$ cat src/rtl/spi_pkg.sv
// Shared definitions for the burst SPI master: FSM states, command-byte layout
// and the SPI mode 3 clock/select idle levels.
package spi_pkg;

    typedef enum logic [2:0] {
        ST_IDLE,
        ST_SETUP,
        ST_SHIFT,
        ST_HOLD,
        ST_DONE
    } spi_state_t;

    // Command byte layout: R/W flag, multi-byte flag, then the register address
    localparam int RW_BIT = 7;
    localparam int MB_BIT = 6;

    // Mode 3: SCLK idles high, data launched on fall and captured on rise
    localparam logic CPOL    = 1'b1;
    localparam logic CPHA    = 1'b1;
    localparam logic SS_IDLE = 1'b1;

endpackage

$ cat src/rtl/spi_tick.sv
// Half-period strobe generator: counts CLKDIV system clocks and pulses tick on
// the last one, reloading itself so strobes recur every CLKDIV clocks.
module spi_tick #(
    parameter int CLKDIV = 4
) (
    input  logic spiclk,
    input  logic spirstn,
    input  logic load,
    input  logic en,
    output logic tick
);

    localparam logic [7:0] RELOAD = 8'(CLKDIV - 1);

    logic [7:0] cnt;

    // Down-counter restarted whenever the FSM enters a timed state
    always_ff @(posedge spiclk or negedge spirstn) begin
        if (!spirstn) begin
            cnt <= RELOAD;
        end else if (load) begin
            cnt <= RELOAD;
        end else if (en) begin
            cnt <= (cnt == 8'd0) ? RELOAD : cnt - 8'd1;
        end
    end

    assign tick = en && (cnt == 8'd0);

endmodule

$ cat src/rtl/spi_burst.sv
// Mode 3 SPI master for register-mapped peripherals: one command byte followed
// by a burst of up to NBYTES data bytes, with a level request/ack handshake.
module spi_burst
    import spi_pkg::*;
#(
    parameter int CLKDIV = 4,
    parameter int NBYTES = 6,
    parameter int ADDRW  = 6
) (
    input  logic                         spiclk,
    input  logic                         spirstn,
    input  logic                         spirdav,
    input  logic                         spiwdav,
    output logic                         rdavspi,
    output logic                         wdavspi,
    input  logic [ADDRW-1:0]             spiaddr,
    input  logic [$clog2(NBYTES+1)-1:0]  spicnt,
    input  logic [8*NBYTES-1:0]          spiwdata,
    output logic [8*NBYTES-1:0]          spirdata,
    output logic                         spibusy,
    output logic                         spisclk,
    output logic                         spisdi,
    output logic                         spiss,
    input  logic                         spisdo
);

    localparam int CW = $clog2(NBYTES + 1);
    localparam int BW = CW + 3;

    // Count of zero still sends one byte; oversize counts saturate at NBYTES
    function automatic logic [CW-1:0] eff_cnt(input logic [CW-1:0] c);
        if (c == '0)
            return CW'(1);
        else if (int'(c) > NBYTES)
            return CW'(NBYTES);
        else
            return c;
    endfunction

    spi_state_t          state;
    logic                rd_q;
    logic [CW-1:0]       n_q;
    logic [ADDRW-1:0]    addr_q;
    logic [8*NBYTES-1:0] wdata_q;
    logic [BW-1:0]       bitcnt;
    logic [7:0]          rxsh;
    logic                gap;

    logic                tick;
    logic                en;
    logic                accept;
    logic [CW-1:0]       idx;
    logic [7:0]          cmd;
    logic [7:0]          txbyte;
    logic                txbit;
    logic                last;
    logic                req;

    assign idx    = bitcnt[BW-1:3];
    assign en     = (state == ST_SETUP) || (state == ST_SHIFT) || (state == ST_HOLD);
    assign accept = (state == ST_IDLE) && !gap && (spirdav || spiwdav);
    assign last   = (idx == n_q) && (bitcnt[2:0] == 3'b111);
    assign req    = rd_q ? spirdav : spiwdav;

    spi_tick #(.CLKDIV(CLKDIV)) u_tick (
        .spiclk  (spiclk),
        .spirstn (spirstn),
        .load    (accept),
        .en      (en),
        .tick    (tick)
    );

    // Select the outgoing byte: command first, then write data or zeros on reads
    always_comb begin
        cmd = '0;
        cmd[ADDRW-1:0] = addr_q;
        cmd[MB_BIT]    = (n_q > CW'(1));
        cmd[RW_BIT]    = rd_q;
        txbyte = 8'h00;
        if (idx == '0) begin
            txbyte = cmd;
        end else if (!rd_q) begin
            for (int k = 0; k < NBYTES; k++)
                if (int'(idx) == k + 1)
                    txbyte = wdata_q[8*k +: 8];
        end
        txbit = txbyte[~bitcnt[2:0]];
    end

    // Transaction FSM with registered SPI pins, handshake and read data
    always_ff @(posedge spiclk or negedge spirstn) begin
        if (!spirstn) begin
            state    <= ST_IDLE;
            rd_q     <= 1'b0;
            n_q      <= '0;
            addr_q   <= '0;
            wdata_q  <= '0;
            bitcnt   <= '0;
            rxsh     <= '0;
            gap      <= 1'b0;
            spiss    <= SS_IDLE;
            spisclk  <= CPOL;
            spisdi   <= 1'b0;
            spibusy  <= 1'b0;
            rdavspi  <= 1'b0;
            wdavspi  <= 1'b0;
            spirdata <= '0;
        end else begin
            case (state)
                ST_IDLE: begin
                    gap <= 1'b0;
                    if (accept) begin
                        rd_q    <= spirdav;
                        addr_q  <= spiaddr;
                        n_q     <= eff_cnt(spicnt);
                        wdata_q <= spiwdata;
                        bitcnt  <= '0;
                        spiss   <= ~SS_IDLE;
                        spibusy <= 1'b1;
                        state   <= ST_SETUP;
                    end
                end
                ST_SETUP: begin
                    if (tick) begin
                        spisclk <= ~CPOL;
                        spisdi  <= txbit;
                        state   <= ST_SHIFT;
                    end
                end
                ST_SHIFT: begin
                    if (tick) begin
                        if (spisclk) begin
                            spisclk <= 1'b0;
                            spisdi  <= txbit;
                        end else begin
                            spisclk <= 1'b1;
                            rxsh    <= {rxsh[6:0], spisdo};
                            if (rd_q && bitcnt[2:0] == 3'b111) begin
                                for (int k = 0; k < NBYTES; k++)
                                    if (int'(idx) == k + 1)
                                        spirdata[8*k +: 8] <= {rxsh[6:0], spisdo};
                            end
                            if (last)
                                state <= ST_HOLD;
                            else
                                bitcnt <= bitcnt + BW'(1);
                        end
                    end
                end
                ST_HOLD: begin
                    if (tick) begin
                        spiss   <= SS_IDLE;
                        spibusy <= 1'b0;
                        spisdi  <= 1'b0;
                        if (req) begin
                            if (rd_q)
                                rdavspi <= 1'b1;
                            else
                                wdavspi <= 1'b1;
                            state <= ST_DONE;
                        end else begin
                            // Abandoned request: skip the ack but keep SS high an extra clock
                            gap   <= 1'b1;
                            state <= ST_IDLE;
                        end
                    end
                end
                ST_DONE: begin
                    if (!req) begin
                        rdavspi <= 1'b0;
                        wdavspi <= 1'b0;
                        state   <= ST_IDLE;
                    end
                end
                default: state <= ST_IDLE;
            endcase
        end
    end

endmodule

$ cat config.mk
export PLATFORM = sky130hd
export DESIGN_NAME = spi_burst
export DESIGN_NICKNAME = d
export VERILOG_FILES = /design/src/rtl/spi_pkg.sv /design/src/rtl/spi_tick.sv /design/src/rtl/spi_burst.sv
export SDC_FILE = /design/constraint.sdc
export NUM_CORES = 1
export LEC_CHECK = 0
export CORE_AREA = 4 4 150 152
export CTS_CLUSTER_SIZE = 25
export DETAILED_ROUTE_END_ITERATION = 7
export DIE_AREA = 0 0 154 156
export DONT_BUFFER_PORTS = 1
export HOLD_SLACK_MARGIN = 0.03
export SKIP_CTS_REPAIR_TIMING = 1
export SYNTH_ARGS = -nofsm -noshare
export SYNTH_HDL_FRONTEND = slang
export SYNTH_SLANG_ARGS = --single-unit
export TNS_END_PERCENT = 20
$ cat constraint.sdc
create_clock -name spiclk -period 2.3 [get_ports spiclk]
set_clock_uncertainty 0.1 [all_clocks]
set_input_delay 0.23 -clock spiclk [delete_from_list [all_inputs] [get_ports spiclk]]
set_output_delay 0.23 -clock spiclk [all_outputs]
set_load 0.005 [all_outputs]
==> impl_metrics.yaml, run 1 <==
drt:
  drt_wl_total_mm: 16.3
  wl_per_cell_um: 16.9
  ant_nets: 0
  drc: 0
  drtPass1Iterations: 6
  viasPerCell: 4.74
  vias: 4560
  drt_iter0_drc: 228
pwr:
  p_leak_nw: 3.67
  p_per_area_nw_per_um2: 1060
  ir_drop_uv: 616
  total_power_mw: 8.34
setup_path:
  worstSetupPathType: "flop to flop"
  critPathMaxFanout: 8
  r2r-end: "spirdata[39]"
  crit_path_end: "spirdata[39]"
  crit_path_end_kind: "flop"
  r2r-start: "u_tick.cnt[0]"
  worst_ep_required_time_ns: 2.50
  crit_arrival_ns: 2.40
  critPathLaunchType: "flop"
  r2r_slack_ns: 0.10
  startpoint: "u_tick.cnt[0]"
  rr_worst_depth: 8
timing:
  tightest_slew_ns: 0.444
  holdWs_ns: -0.596
  fin_crit_sh_pct: 95.5
  fin_crit_ns: 2.20
  final-hold-violation-count: 137
  maxSlewViolCount: 0
  slew_headroom_pct: 70.2
  rsz0062_at_grt: "yes"
  fmax_mhz: 455
  setup_tns_ns: 0
  finalSetupViolations: 0
logic_synthesis:
  postSynthCellCount: 603
  yosys_warnings: 0
  yosysMostFrequentCell: "nand2_1"
  syn-cell-area_um2: 6250
  yosys.area.top_type: "dfrtp_1"
  ys.flop_type: "dfrtp_1"
  synth_cell_types: 58
  synthTopCellsByArea: "dfrtp_1, nand2_1, mux2_2"
  synth_area_per_cell_um2: 10.4
  netlist_top_cells_count: "nand2_1, dfrtp_1, mux2_2, nor2_1, clkbuf_1"
  synth_top_cell_area_share_pct: 53.3
  synthArstFlopShare_pct: 100
  synth-seq-cells: 137
  synth_edf_count: 0
  synth-seq-area-share_pct: 54.9
  synth_fp_nets: 669
floorplanning:
  num_io_pins: 116
  rows: 53
  initial_core_util_pct: 29.7
  dieArea_um2: 24000
  dieWidth_um: 154
  core-area_um2: 21000
  die_h_um: 156
place:
  dp.cells: 872
  numPortBuffers: 0
  hpwl_mm: 10.9
  routabilityCongestion: 0.785
  place_area_um2: 6660
clock_tree:
  clkTransAtPathRegs_ns: 0.06
  cts_tree: "yes"
  clk_latency_ns: 0.41
  clkSinkCount: 137
  clockBufferDepth: 2
  cts_max_level: 4
  cts_root_buf: "clkbuf_16"
  cts_inserted_buffers: 17
cells_and_area:
  layout-drive-gt1-share_pct: 21.4
  syn2layout_area_growth_pct: 25.7
  layout.cells.non_filler: 962
  nNetsFinal: 740
  finalInstanceArea_um2: 7860
  antenna_cells: 0
flow_run:
  drv_cap: 0
grt:
  grt_pass1_wl_mm: 25.2
  grt_overflow: 0
  antenna_found_initial: 0
  grt_use_total_pct: 13.3
  grt_max_degree: 138
  grt_pass1_vias: 4434
hold_path:
  hold_class: "input port to asynchronous set/reset pin"
run_status:
  status: "complete, but fails checks"
  violations: "hold timing"
==> stage by stage <==
step | setup WS, ns | utilization [%]
floorplan | 0.0684 | -
global placement | 0.0950 | 31.7
detailed placement | 0.0396 | 31.7
CTS | 0.0335 | 34.4
global route | -0.0518 | 37.4
finish | 0.104 | 37.4
==> where the power goes <==
group          leakage (nW)  switching, mW  total [mW]  internal [mW]
combinational          1.62           1.22        2.15          0.929
clock                 0.287           1.09        2.67           1.58
sequential             1.76          0.451        3.52           3.07
==> worst min-delay path by stage <==
stage	endpoint	slack, ns	start	cells after the start
2_1_floorplan	addr_q[0]	-0.17	spirstn	0
3_3_place_gp	spirdata[20]	-0.16	spirstn	0
3_5_place_dp	spirdata[44]	-0.16	spirstn	0
4_1_cts	spirdata[36]	-0.62	spirstn	0
5_1_grt	spirdata[44]	-0.62	spirstn	0
6_report	spirdata[44]	-0.60	spirstn	0
==> critical path: stages (launching register included) <==
cell and delay (ns):
dfstp_2 0.38, inv_1 0.07, ha_1 0.14, nor4b_4 0.26, nand2_4 0.12, nor3_4 0.21
buf_4 0.19, nand3_2 0.25, mux2_2 0.35
==> final cells by class <==
cell class | instances | area, um^2
Inverter | 11 | 41.3
Clock buffer | 20 | 467
Timing Repair Buffer | 85 | 800
Multi-Input combinational cell | 422 | 2660
Tap cell | 275 | 344
Clock inverter | 12 | 114
Sequential cell | 137 | 3430
Fill cell | 2058 | 13200
==> cell usage in the layout (no fill, tap or decap), drive strengths merged, types with 3 or more instances in the layout <==
master and count:
nand2 190, dfrtp 133, mux2 62, dlygate4sd3 58, nor2 34, buf 27, clkbuf 20, a21oi 17
o21ai 16, inv 13, nand3 13, nor3 11, mux2i 8, clkinv 8, xnor2 7, o22ai 5
a211oi 5, nor2b 5, a221oi 4, ha 4, dfstp 4, nand2b 4, nand4 3, nor4 3
==> cells by family after synthesis <==
logic type               count (synthesis)  share of synthesized area, %
AND/OR/NAND/NOR                        273                          19.3
flip-flops                             137                          54.9
multiplexers                            72                          13.7
AO/OA/AOI/OAI                           65                          6.95
buffers and inverters                   44                          3.22
XOR/XNOR                                 7                         0.981
adder cells (fa/ha/maj)                  5                         0.961
==> routing by layer <==
| metal | global-route usage (%) | routed length (um) |
|---|---|---|
| met5 | 0 | 0 |
| met4 | 3.62 | 164 |
| met3 | 4.58 | 1010 |
| met2 | 20.3 | 7640 |
| met1 | 18.0 | 7430 |
==> registers in the layout (all words and copies together), names as in the netlist, 3 cells and up <==
name,flops
u_tick.cnt,8
bitcnt,6
state,3
addr_q,6
wdata_q,48
rxsh,7
n_q,3
spirdata,48
No activity file was read; power rests on OpenSTA's default activity.
==> run 2, diff against run 1 <==
--- a/config.mk
+++ b/config.mk
@@ -5,12 +5,13 @@
 export SDC_FILE = /design/constraint.sdc
 export NUM_CORES = 1
 export LEC_CHECK = 0
-export CORE_AREA = 4 4 150 152
+export CORE_AREA = 4 4 117 119
 export CTS_CLUSTER_SIZE = 25
 export DETAILED_ROUTE_END_ITERATION = 7
-export DIE_AREA = 0 0 154 156
+export DIE_AREA = 0 0 121 123
 export DONT_BUFFER_PORTS = 1
 export HOLD_SLACK_MARGIN = 0.03
+export PLACE_DENSITY = 0.67
 export SKIP_CTS_REPAIR_TIMING = 1
 export SYNTH_ARGS = -nofsm -noshare
 export SYNTH_HDL_FRONTEND = slang
==> run 2 against run 1 <==
First-iteration DRC count is 11% higher; final cell count is 11% lower; largest power group unchanged; combinational power is 2% higher; routed wire length is 5.2% lower; global-route usage up 7.7 points; largest cell class unchanged; sequential cell count stayed put; cell area down 0.84%; the run still ends with hold timing left.
==> impl_metrics.yaml, run 2 (synthesis results as in run 1) <==
hold_path:
  hold_class: "input port to asynchronous set/reset pin"
drt:
  drtPass1Iterations: 5
  drt_wl_total_mm: 15.4
  vias: 4693
  drc: 0
  wl_per_cell_um: 18.0
  ant_nets: 0
  viasPerCell: 5.47
  drt_iter0_drc: 253
timing:
  fin_crit_ns: 2.23
  fin_crit_sh_pct: 96.9
  setup_tns_ns: 0
  finalSetupViolations: 0
  rsz0062_at_grt: "yes"
  final-hold-violation-count: 137
  tightest_slew_ns: 0.543
  slew_headroom_pct: 63.5
  maxSlewViolCount: 0
  holdWs_ns: -0.594
  fmax_mhz: 449
cells_and_area:
  reg_top3: "spirdata: 48 flops, wdata_q: 48 flops, u_tick.cnt: 8 flops"
  antenna_cells: 0
  fillCellCount: 999
  nNetsFinal: 739
  syn2layout_area_growth_pct: 24.6
  layout-drive-gt1-share_pct: 20.8
  layout_commonest_cell: "nand2_1"
  final_cell_mix: "nand2_1, dfrtp_1, dlygate4sd3_1"
  fin_util_pct: 62.0
clock_tree:
  clkTransAtPathRegs_ns: 0.06
  clkSinkCount: 137
  cts_root_buf: "clkbuf_16"
  clockBufferDepth: 2
  cts_tree: "yes"
  cts_max_level: 4
  cts_inserted_buffers: 17
  clk_latency_ns: 0.42
grt:
  grt_pass1_wl_mm: 24.2
  grt_max_degree: 138
  grt_use_total_pct: 21.0
  grt_overflow: 0
  grt_pass1_vias: 4669
  antenna_found_initial: 0
run_status:
  violations: "hold timing"
  status: "complete, but fails checks"
setup_path:
  crit_arrival_ns: 2.43
  crit_path_end_kind: "flop"
  critical_path.top_delay_family: "simple AND/OR/NAND/NOR gates"
  critPathSlowestCell: "dfstp_2"
  cpMostUsedCell: "buf_4"
  worstSetupPathType: "flop to flop"
  critPathBufInv: 3
  critPathLaunchType: "flop"
  worst_ep_required_time_ns: 2.50
  slowest_delay_ns: 0.38
  crit_chain: "inv_1, ha_1, nor4b_4, buf_4, and2_4, a31oi_4, nor3_2, buf_4, mux2_2"
  critPathMaxFanout: 6
place:
  hpwl_mm: 10.1
  routabilityCongestion: 0.837
  numPortBuffers: 0
pwr:
  ir_drop_uv: 674
  total_power_mw: 8.59
  p_leak_nw: 3.69
  p_per_area_nw_per_um2: 1100
floorplanning:
  die_h_um: 123
  core-area_um2: 12600
  num_io_pins: 116
  dieWidth_um: 121
  initial_core_util_pct: 49.7
  rows: 41
  dieArea_um2: 14900
flow_run:
  drv_cap: 0
==> run 2: cell count changes in the layout (fill, tap and decap cells not counted), moves of 3 or more <==
cell	before	now
bufinv_16	1	4
inv_6	3	0
buf_4	25	21
buf_12	1	4
==> run 2: path summary, 6_finish.rpt <==
check	cells past startpoint	start	to	slack, ns
max in group asynchronous	0	spirstn	spiss	2.45
setup reg to reg	9	u_tick.cnt[0]	bitcnt[0]	0.07
hold / removal	0	spirstn	wdata_q[32]	-0.59
hold reg to reg	2	spiss	spiss	0.37
setup / recovery	9	u_tick.cnt[0]	bitcnt[0]	0.07
min in group spiclk	3	spiwdav	wdavspi	0.03
==> run 2: area by class of cell <==
cell class / instances / area (um^2) / area share (%)
flip-flops and latches: 137 / 3430 / 44.1
multi-input cells: 422 / 2640 / 33.9
repair buffers: 84 / 830 / 10.7
clock buffers: 21 / 460 / 5.91
well taps: 172 / 215 / 2.76
clock inverters: 11 / 170 / 2.18
inverters: 11 / 41.3 / 0.530
==> run 2: report_power, final <==
group	switching, mW	internal (mW)	total (mW)	leakage (nW)
Combinational	1.25	0.937	2.19	1.62
Clock	1.01	1.87	2.87	0.299
Sequential	0.448	3.07	3.52	1.76
==> run 2: per-layer routing <==
metal  track usage [%]  vias up  routed length, um  share of wire, %
met3              7.00       18                998               6.5
met4              6.59        0                164               1.1
met1              27.6     2345               6620                43
met2              33.1      138               7630                50
li1                  -     2192                  -                 -
met5                 0        -                  0                 0
==> run 2: metrics by stage <==
| step | area [um^2] | std cells | setup slack (ns) |
|---|---|---|---|
| finish | 7790 | 858 | 0.0718 |
| floorplan | 6250 | 603 | 0.0684 |
| global placement | 6540 | 767 | 0.0426 |
| CTS | 7170 | 799 | -0.0685 |
| detailed placement | 6540 | 767 | -0.0400 |
| global route | 7790 | 858 | -0.0385 |
==> run 3, diff against run 2 <==
--- a/config.mk
+++ b/config.mk
@@ -5,13 +5,12 @@
 export SDC_FILE = /design/constraint.sdc
 export NUM_CORES = 1
 export LEC_CHECK = 0
-export CORE_AREA = 4 4 117 119
+export CORE_AREA = 4 4 147 149
 export CTS_CLUSTER_SIZE = 25
 export DETAILED_ROUTE_END_ITERATION = 7
-export DIE_AREA = 0 0 121 123
+export DIE_AREA = 0 0 151 153
 export DONT_BUFFER_PORTS = 1
 export HOLD_SLACK_MARGIN = 0.03
-export PLACE_DENSITY = 0.67
 export SKIP_CTS_REPAIR_TIMING = 1
 export SYNTH_ARGS = -nofsm -noshare
 export SYNTH_HDL_FRONTEND = slang
==> run 3 against run 2 <==
The run still ends with hold timing left; setup slack better by 0.030 ns; cell area up 2.2%; count of clock-buffer cells in the layout down 2; sequential share of layout area down 0.96 points; non-clock buffer count up 6; power up 0.49%; hold slack better by 0.012 ns; clock power up 2%; critical path depth unchanged; largest cell class unchanged.
==> impl_metrics.yaml, run 3 (synthesis results as in run 1) <==
run_status:
  status: "complete, but fails checks"
  violations: "hold timing"
place:
  hpwl_mm: 10.9
  dp.cells: 871
  numPortBuffers: 0
  dpl_worst_slack_ns: -0.00324
  routabilityCongestion: 0.859
setup_path:
  r2r-start: "u_tick.cnt[0]"
  r2r_slack_ns: 0.10
  critPathMaxFanout: 7
  crit_arrival_ns: 2.39
  r2r-end: "rxsh[2]"
  worst_ep_required_time_ns: 2.49
  crit_path_end_kind: "flop"
  rr_worst_depth: 9
  critPathLaunchType: "flop"
  worstSetupPathType: "flop to flop"
  crit_path_end: "rxsh[2]"
  startpoint: "u_tick.cnt[0]"
timing:
  final-hold-violation-count: 137
  slew_headroom_pct: 70.0
  finalSetupViolations: 0
  fin_crit_ns: 2.20
  fmax_mhz: 455
  fin_crit_sh_pct: 95.6
  worst_slack_ns: 0.102
  maxSlewViolCount: 0
  rsz0062_at_grt: "yes"
  holdWs_ns: -0.582
  tightest_slew_ns: 0.446
cells_and_area:
  final_cell_mix: "nand2_1, dfrtp_1, dlygate4sd3_1"
  layout_commonest_cell: "nand2_1"
  syn2layout_area_growth_pct: 27.4
  fillCellCount: 1960
  layout-drive-gt1-share_pct: 21.7
  layout.cells.non_filler: 962
  nNetsFinal: 745
  area.sequential_um2: 3430
  multiInputGateArea_um2: 2640
  antenna_cells: 0
  reg_top3: "spirdata: 48 flops, wdata_q: 48 flops, u_tick.cnt: 8 flops"
floorplanning:
  initial_core_util_pct: 31.0
  dieWidth_um: 151
  core-area_um2: 20200
  die_h_um: 153
  dieArea_um2: 23100
  rows: 52
  num_io_pins: 116
clock_tree:
  clockBufferDepth: 2
  cts_tree: "yes"
  cts_max_level: 4
  clk_latency_ns: 0.41
  cts_inserted_buffers: 17
  clkSinkCount: 137
  clkTransAtPathRegs_ns: 0.06
  cts_root_buf: "clkbuf_16"
drt:
  drtPass1Iterations: 4
  viasPerCell: 4.81
  drt_iter0_drc: 316
  wl_per_cell_um: 16.9
  ant_nets: 0
  vias: 4632
  drc: 0
  drt_wl_total_mm: 16.2
flow_run:
  drv_cap: 0
pwr:
  total_power_mw: 8.63
  p_leak_nw: 3.73
  ir_drop_uv: 649
  p_per_area_nw_per_um2: 1080
grt:
  antenna_found_initial: 0
  grt_overflow: 0
  grt_max_degree: 138
  grt_pass1_vias: 4561
  grt_pass1_wl_mm: 25.7
  grt_use_total_pct: 14.1
hold_path:
  hold_class: "input port to asynchronous set/reset pin"
run 3: worst min path at each step:
stage	end	cells past startpoint	startpoint	slack [ns]
floorplan	addr_q[0]	0	spirstn	-0.17
CTS	wdata_q[6]	0	spirstn	-0.60
global route	wdata_q[6]	0	spirstn	-0.62
detailed placement	wdata_q[32]	0	spirstn	-0.16
finish	wdata_q[32]	0	spirstn	-0.58
global placement	wdata_q[32]	0	spirstn	-0.16
run 3: where the power goes:
group          internal, mW  switching, mW  leakage [nW]
sequential             3.07          0.431          1.76
combinational         0.956           1.23          1.67
clock                  1.86           1.08         0.301
run 3: metal layers:
metal | wire length (um) | GRT usage (%) | share of wire [%]
met2 | 7630 | 21.3 | 47
met5 | 0 | 0 | 0
met3 | 981 | 4.41 | 6.0
met4 | 76 | 2.76 | 0.47
met1 | 7530 | 20.0 | 46
run 3: cell type report:
class / count / area share, %
sequential: 137 / 43.1
timing repair buffer: 90 / 11.0
clock inverter: 13 / 2.40
tap: 270 / 4.24
clock buffer: 19 / 5.56
inverter: 11 / 0.519
multi-input combinational: 422 / 33.2
run 3: critical path, cell delays in order (launching register included):
cell	delay, ns
dfstp_2	0.38
inv_1	0.08
ha_1	0.16
nor4b_4	0.26
buf_4	0.19
and2_4	0.18
nand2b_2	0.11
nor3_4	0.14
buf_6	0.16
mux2_2	0.34
run 3: stage by stage:
stage | TNS [ns] | util [%] | area, um^2
after floorplan | 0 | - | 6250
after global placement | 0 | 33.2 | 6700
after detailed placement | -0.00695 | 33.2 | 6700
after CTS | -0.116 | 36.4 | 7340
after global routing | -0.104 | 39.5 | 7960
final | 0 | 39.5 | 7960
